## src/rtl/instr_loader_if.sv

```systemverilog
// instr_loader_if: byte-stream receive handshake plus instruction-memory write port
interface instr_loader_if;
    logic [7:0]  rx_data;
    logic        rx_valid;
    logic        rx_ready;
    logic        we;
    logic [31:0] waddr;
    logic [31:0] wdata;
    modport master (output rx_data, rx_valid, input rx_ready, we, waddr, wdata);
    modport slave  (input rx_data, rx_valid, output rx_ready, we, waddr, wdata);
endinterface

```

## src/rtl/instr_loader.sv

```systemverilog
// instr_loader: framed byte-stream loader writing instruction memory and holding the CPU meanwhile
// Define INSTR_LOADER_CHECKSUM_EN to require a trailing XOR checksum byte after the data.
module instr_loader #(
    parameter int ADDR_WIDTH = 7
) (
    input  logic          clk,
    input  logic          reset,
    input  logic          start,
    instr_loader_if.slave bus,
    output logic          cpu_hold,
    output logic          busy,
    output logic          done,
    output logic          error
);
    localparam int DEPTH = 2 ** ADDR_WIDTH;
    typedef enum logic [2:0] {IDLE, HDR0, HDR1, DATA, WRITE, CHK, DONE, ERR} state_t;
`ifdef INSTR_LOADER_CHECKSUM_EN
    localparam state_t FIN = CHK;
    logic [7:0] csum_q, csum_d;
`else
    localparam state_t FIN = DONE;
`endif
    state_t                state_q, state_d;
    logic [15:0]           count_q, count_d;
    logic [23:0]           word_q, word_d;
    logic [1:0]            byte_idx_q, byte_idx_d;
    logic [ADDR_WIDTH-1:0] word_idx_q, word_idx_d;
    logic [31:0]           waddr_q, waddr_d, wdata_q, wdata_d;
    logic                  rx_ready_q, rx_ready_d, we_q, we_d, busy_q, busy_d;
    logic                  done_q, done_d, error_q, error_d, acc;
    always_comb begin
        state_d    = state_q;
        count_d    = count_q;
        word_d     = word_q;
        byte_idx_d = byte_idx_q;
        word_idx_d = word_idx_q;
        waddr_d    = waddr_q;
        wdata_d    = wdata_q;
`ifdef INSTR_LOADER_CHECKSUM_EN
        csum_d     = csum_q;
`endif
        acc        = bus.rx_valid && rx_ready_q;
        case (state_q)
            IDLE, DONE, ERR: if (start) begin
                state_d    = HDR0;
                count_d    = '0;
                byte_idx_d = '0;
                word_idx_d = '0;
`ifdef INSTR_LOADER_CHECKSUM_EN
                csum_d     = '0;
`endif
            end
            HDR0: if (acc) begin
                count_d = {8'h00, bus.rx_data};
                state_d = HDR1;
            end
            HDR1: if (acc) begin
                count_d = {bus.rx_data, count_q[7:0]};
                state_d = count_d > 16'(DEPTH) ? ERR : count_d == 16'd0 ? FIN : DATA;
            end
            DATA: if (acc) begin
                // Bytes shift in from the top so the oldest ends up in [7:0].
                word_d     = {bus.rx_data, word_q[23:8]};
                byte_idx_d = byte_idx_q + 2'd1;
`ifdef INSTR_LOADER_CHECKSUM_EN
                csum_d     = csum_q ^ bus.rx_data;
`endif
                if (byte_idx_q == 2'd3) begin
                    wdata_d = {bus.rx_data, word_q};
                    waddr_d = 32'({word_idx_q, 2'b00});
                    state_d = WRITE;
                end
            end
            WRITE: begin
                word_idx_d = word_idx_q + ADDR_WIDTH'(1);
                state_d    = 16'(word_idx_q) + 16'd1 == count_q ? FIN : DATA;
            end
`ifdef INSTR_LOADER_CHECKSUM_EN
            CHK: if (acc) state_d = bus.rx_data == csum_q ? DONE : ERR;
`endif
            default: ;
        endcase
        rx_ready_d = state_d inside {HDR0, HDR1, DATA, CHK};
        we_d       = state_d == WRITE;
        busy_d     = state_d inside {HDR0, HDR1, DATA, WRITE, CHK};
        done_d     = state_d == DONE;
        error_d    = state_d == ERR;
    end
    always_ff @(posedge clk or posedge reset) begin
        if (reset) begin
            state_q    <= IDLE;
            count_q    <= '0;
            word_q     <= '0;
            byte_idx_q <= '0;
            word_idx_q <= '0;
            waddr_q    <= '0;
            wdata_q    <= '0;
            rx_ready_q <= 1'b0;
            we_q       <= 1'b0;
            busy_q     <= 1'b0;
            done_q     <= 1'b0;
            error_q    <= 1'b0;
`ifdef INSTR_LOADER_CHECKSUM_EN
            csum_q     <= '0;
`endif
        end else begin
            state_q    <= state_d;
            count_q    <= count_d;
            word_q     <= word_d;
            byte_idx_q <= byte_idx_d;
            word_idx_q <= word_idx_d;
            waddr_q    <= waddr_d;
            wdata_q    <= wdata_d;
            rx_ready_q <= rx_ready_d;
            we_q       <= we_d;
            busy_q     <= busy_d;
            done_q     <= done_d;
            error_q    <= error_d;
`ifdef INSTR_LOADER_CHECKSUM_EN
            csum_q     <= csum_d;
`endif
        end
    end
    assign bus.rx_ready = rx_ready_q;
    assign bus.we       = we_q;
    assign bus.waddr    = waddr_q;
    assign bus.wdata    = wdata_q;
    assign busy         = busy_q;
    assign cpu_hold     = busy_q;
    assign done         = done_q;
    assign error        = error_q;
endmodule
```

## src/flat_wrapper.sv

```systemverilog
// flat-port wrapper written by rule: the top's interface ports become plain ports
module instr_loader_flat 
#(
    parameter int ADDR_WIDTH = 7
)
  (clk, reset, start, cpu_hold, busy, done, error, bus_rx_data, bus_rx_valid, bus_rx_ready, bus_we, bus_waddr, bus_wdata);
  instr_loader_if bus_i ();
  input  logic clk;
  input  logic reset;
  input  logic start;
  output logic cpu_hold;
  output logic busy;
  output logic done;
  output logic error;
  input wire logic [$bits(bus_i.rx_data)-1:0] bus_rx_data;
  input wire logic [$bits(bus_i.rx_valid)-1:0] bus_rx_valid;
  output wire logic [$bits(bus_i.rx_ready)-1:0] bus_rx_ready;
  output wire logic [$bits(bus_i.we)-1:0] bus_we;
  output wire logic [$bits(bus_i.waddr)-1:0] bus_waddr;
  output wire logic [$bits(bus_i.wdata)-1:0] bus_wdata;
  assign bus_i.rx_data = bus_rx_data;
  assign bus_i.rx_valid = bus_rx_valid;
  assign bus_rx_ready = bus_i.rx_ready;
  assign bus_we = bus_i.we;
  assign bus_waddr = bus_i.waddr;
  assign bus_wdata = bus_i.wdata;
  instr_loader #(.ADDR_WIDTH(ADDR_WIDTH)) u_core (.clk(clk), .reset(reset), .start(start), .bus(bus_i), .cpu_hold(cpu_hold), .busy(busy), .done(done), .error(error));
endmodule
```

## config.mk

```make
export PLATFORM = sky130hd
export DESIGN_NAME = instr_loader_flat
export DESIGN_NICKNAME = d
export VERILOG_FILES = /design/src/rtl/instr_loader_if.sv /design/src/rtl/instr_loader.sv /design/src/flat_wrapper.sv
export SDC_FILE = /design/constraint.sdc
export NUM_CORES = 1
export LEC_CHECK = 0
export CAP_MARGIN = 30
export CORE_ASPECT_RATIO = 0.75
export CORE_MARGIN = 8
export CORE_UTILIZATION = 50
export CTS_CLUSTER_SIZE = 20
export DETAILED_ROUTE_END_ITERATION = 10
export PLACE_DENSITY = 0.77
export SYNTH_ARGS = -nofsm -noshare
export SYNTH_HDL_FRONTEND = slang
export SYNTH_SLANG_ARGS = --single-unit
```

## constraint.sdc

```tcl
create_clock -name clk -period 6.9 [get_ports clk]
set_input_delay 1.38 -clock clk [delete_from_list [all_inputs] [get_ports clk]]
set_output_delay 1.38 -clock clk [all_outputs]
set_load 0.005 [all_outputs]
```

==> qor.txt <==
post-layout power: 2.45 mW
First-pass DRT Iterations: 7
Setup WS pre-CTS: 3.65 ns
top_reg_cell synth: dfrtp_1
crit-path cells: clkdlybuf4s50_1 -> nor4_1 -> nand2_1 -> o31a_1 -> or3_1 -> o211ai_1
Comb power frac: 36.3%
Starting Density: 50.4%
ant diodes: 0
Max-Cap Viols: 0
routability cong.: 0.810
syn avg cell area: 12.0 sq um
vias: 2,929
Vias/cell: 5.39
wire per inst: 17.5 um
Post-Syn Area: 4480 sq um
Seq/Total Area, Yosys: 53.6%
TritonCTS clock tree: done
gate count of the mapped netlist: 374
largest net degree at the start of global routing: 55
Bufs on Longest Clock Path: 2
period utilization: 43.4%
Max FO, Critical Path: 5
ANT nets after route: 0
fin area: 5360 sq um
Synthesis Warnings: 0
Num Clock Sinks: 96
WL final: 9.48 mm
Inst Count DP: 528
share of cells above drive strength 1: 20.9%
post-synth cell types: 56
Fill cells: 722
fin cells: 543
relative slew slack: 51.1%
Final Critical Period: 3.00 ns
vias in the first global route: 3,127
outcome: complete, no violations
Post-CTS Resized: 0
P_sw: 0.796 mW
number of I/O port buffers: 56
DRC Markers: 0
Clock Skew: 0.00684 ns
final setup TNS: 0 ns
Die Y: 98.0 um
Clk pwr share: 21.7%
critical path arrival: 3.24 ns
ys async rst share: 100%
final hold vios: 0
core box area: 8900 sq um
post-route setup slack: 3.90 ns
Worst Tran Pin Value: 0.733 ns
Die X-Extent: 125 um
P_int: 1.65 mW
Switching Fraction: 32.5%
crit end category: register
Synth Register Bits: 96
Final setup viols: 0
PwrDens: 457 nW/um^2
Fmax: 0.334 GHz
IO Pins: 82
Final Util: 60.2%
clock latency on the worst-skew pair: 0.34 ns
Slew Limit Fails: 0
gr usage total: 16.3%
CTS root buf: clkbuf_16
die footprint: 12,300 sq um
RSZ-0062 raised after global routing: false
worst vdd ir: 0.000187 V
Hold WC Path Type: reg -> reg
Area growth syn-to-layout: 19.5%
dpl hpwl: 6.61 mm
Clk pin slew, worst setup/hold paths: 0.06 ns
Placed Area: 5040 sq um
row count: 30
first-pass GRT wire length: 16.3 mm
Leak Pwr: 2.34 nW
initial antenna violation count: 0
Worst Path Required: 7.15 ns
CP Launch Type: primary input
CTS Hold Bufs: 0
sequential share of power: 42.0%
Hold Worst Slack: 0.491 ns
post-CTS setup buffer count: 0
worst stage delay on the critical path: 0.55 ns
type of the worst setup path: in -> reg
NumNets Final: 441
R2R setup slack: 4.50 ns
EDFF count, synth: 0
H-tree depth: 3
DRT iter0 DRCs: 178
CTS Buf Count: 9
GRT Residual Overflow: 0
slowest CP cell: clkdlybuf4s50_1
==> cells in the mapped netlist, drive strengths merged, types with 2 or more instances <==
cell     n  area share, %
or3      3           0.42
a21oi    8           0.98
o211ai   2           0.34
mux2i   16            3.6
clkbuf   3           0.34
and3     2           0.31
nor2b    2           0.28
nor2    12            1.1
dfrtp   96             54
a31oi    2           0.28
nand4    2           0.28
ha       2           0.56
buf     38            5.9
o31a     3           0.59
or4      2           0.34
inv     20            1.7
mux2    63             16
nor4     6            1.2
o31ai    4           0.98
o41ai    2           0.39
nand3b   2           0.34
and2     3           0.45
xnor2    5           0.98
nor3b    2           0.56
nor3     4           0.45
a221o    2           0.45
xor2     2           0.39
nand2b   3           0.42
nand2   28            2.3
o21ai   17            2.0
nand3    8            1.0
==> layout make-up <==
class                           count  area (sq um)  area share, %
Sequential cell                    96          2400           44.8
Multi-Input combinational cell    241          1820           34.0
Timing Repair Buffer               59           596           11.1
Clock buffer                        9           225           4.20
Tap cell                          112           140           2.62
Clock inverter                      6          93.8           1.75
Inverter                           20          76.3           1.42
==> placed cells by master, fill, tap and decap left out, drive strengths merged, types with 3 or more instances in the layout <==
cell type / count
a21oi: 8
and2: 3
buf: 3
clkbuf: 9
clkdlybuf4s50: 56
clkinv: 3
conb: 25
dfrtp: 96
inv: 20
mux2: 63
mux2i: 16
nand2: 28
nand2b: 3
nand3: 8
nor2: 12
nor3: 4
nor4: 6
o21ai: 17
o31a: 3
o31ai: 4
or3: 3
xnor2: 5
==> sequential cells by signal, indices dropped and copies added, names as in the netlist <==
register             count
u_core.state_q           3
u_core.byte_idx_q        2
u_core.bus.we            1
u_core.bus.wdata        32
u_core.error             1
u_core.word_q           24
u_core.bus.waddr         7
u_core.done              1
u_core.busy              1
u_core.word_idx_q        7
u_core.count_q          16
u_core.bus.rx_ready      1
==> routing by layer <==
metal	up-vias	wire length [um]	GRT usage (%)
met5	-	0	0
met4	0	89	4.20
met3	8	629	4.63
met2	90	4560	27.1
met1	1464	4200	20.5
li1	1367	-	-
==> cell families after synthesis <==
group / share of synthesized area, %
and+or+nand+nor: 10.2
xor gates and xnor gates: 1.37
buffers and inverters: 7.87
other: 0.0837
adders and majority gates: 0.558
DFF: 53.6
AOI/OAI and AO/OA: 6.90
muxes: 19.4
==> worst max-delay path: cells and delay by family <==
family	cells	cell delay [ns]
AND/OR/NAND/NOR	3	0.83
buffers and inverters	1	0.55
AO/OA/AOI/OAI	2	0.48
==> final timing paths <==
kind	startpoint	end	depth (start not counted)
max in group asynchronous	reset	u_core.bus.wdata[28]	3
max	bus_rx_data[3]	u_core.busy	6
min	u_core.bus.waddr[4]	u_core.bus.waddr[4]	1
min reg2reg	u_core.bus.waddr[4]	u_core.bus.waddr[4]	1
min in group asynchronous	reset	u_core.bus.wdata[0]	2
max reg2reg	u_core.word_idx_q[0]	u_core.busy	6
==> power by group through the flow <==
| stage | Clock, mW | Sequential [mW] | Combinational (mW) |
|---|---|---|---|
| floorplan | 0 | 0.954 | 0.602 |
| global placement | 0 | 1.02 | 0.858 |
| detailed placement | 0 | 1.03 | 0.889 |
| CTS | 0.540 | 1.03 | 0.900 |
| global route | 0.564 | 1.07 | 0.983 |
| finish | 0.530 | 1.03 | 0.888 |
Power figures use the tool's default switching activity.
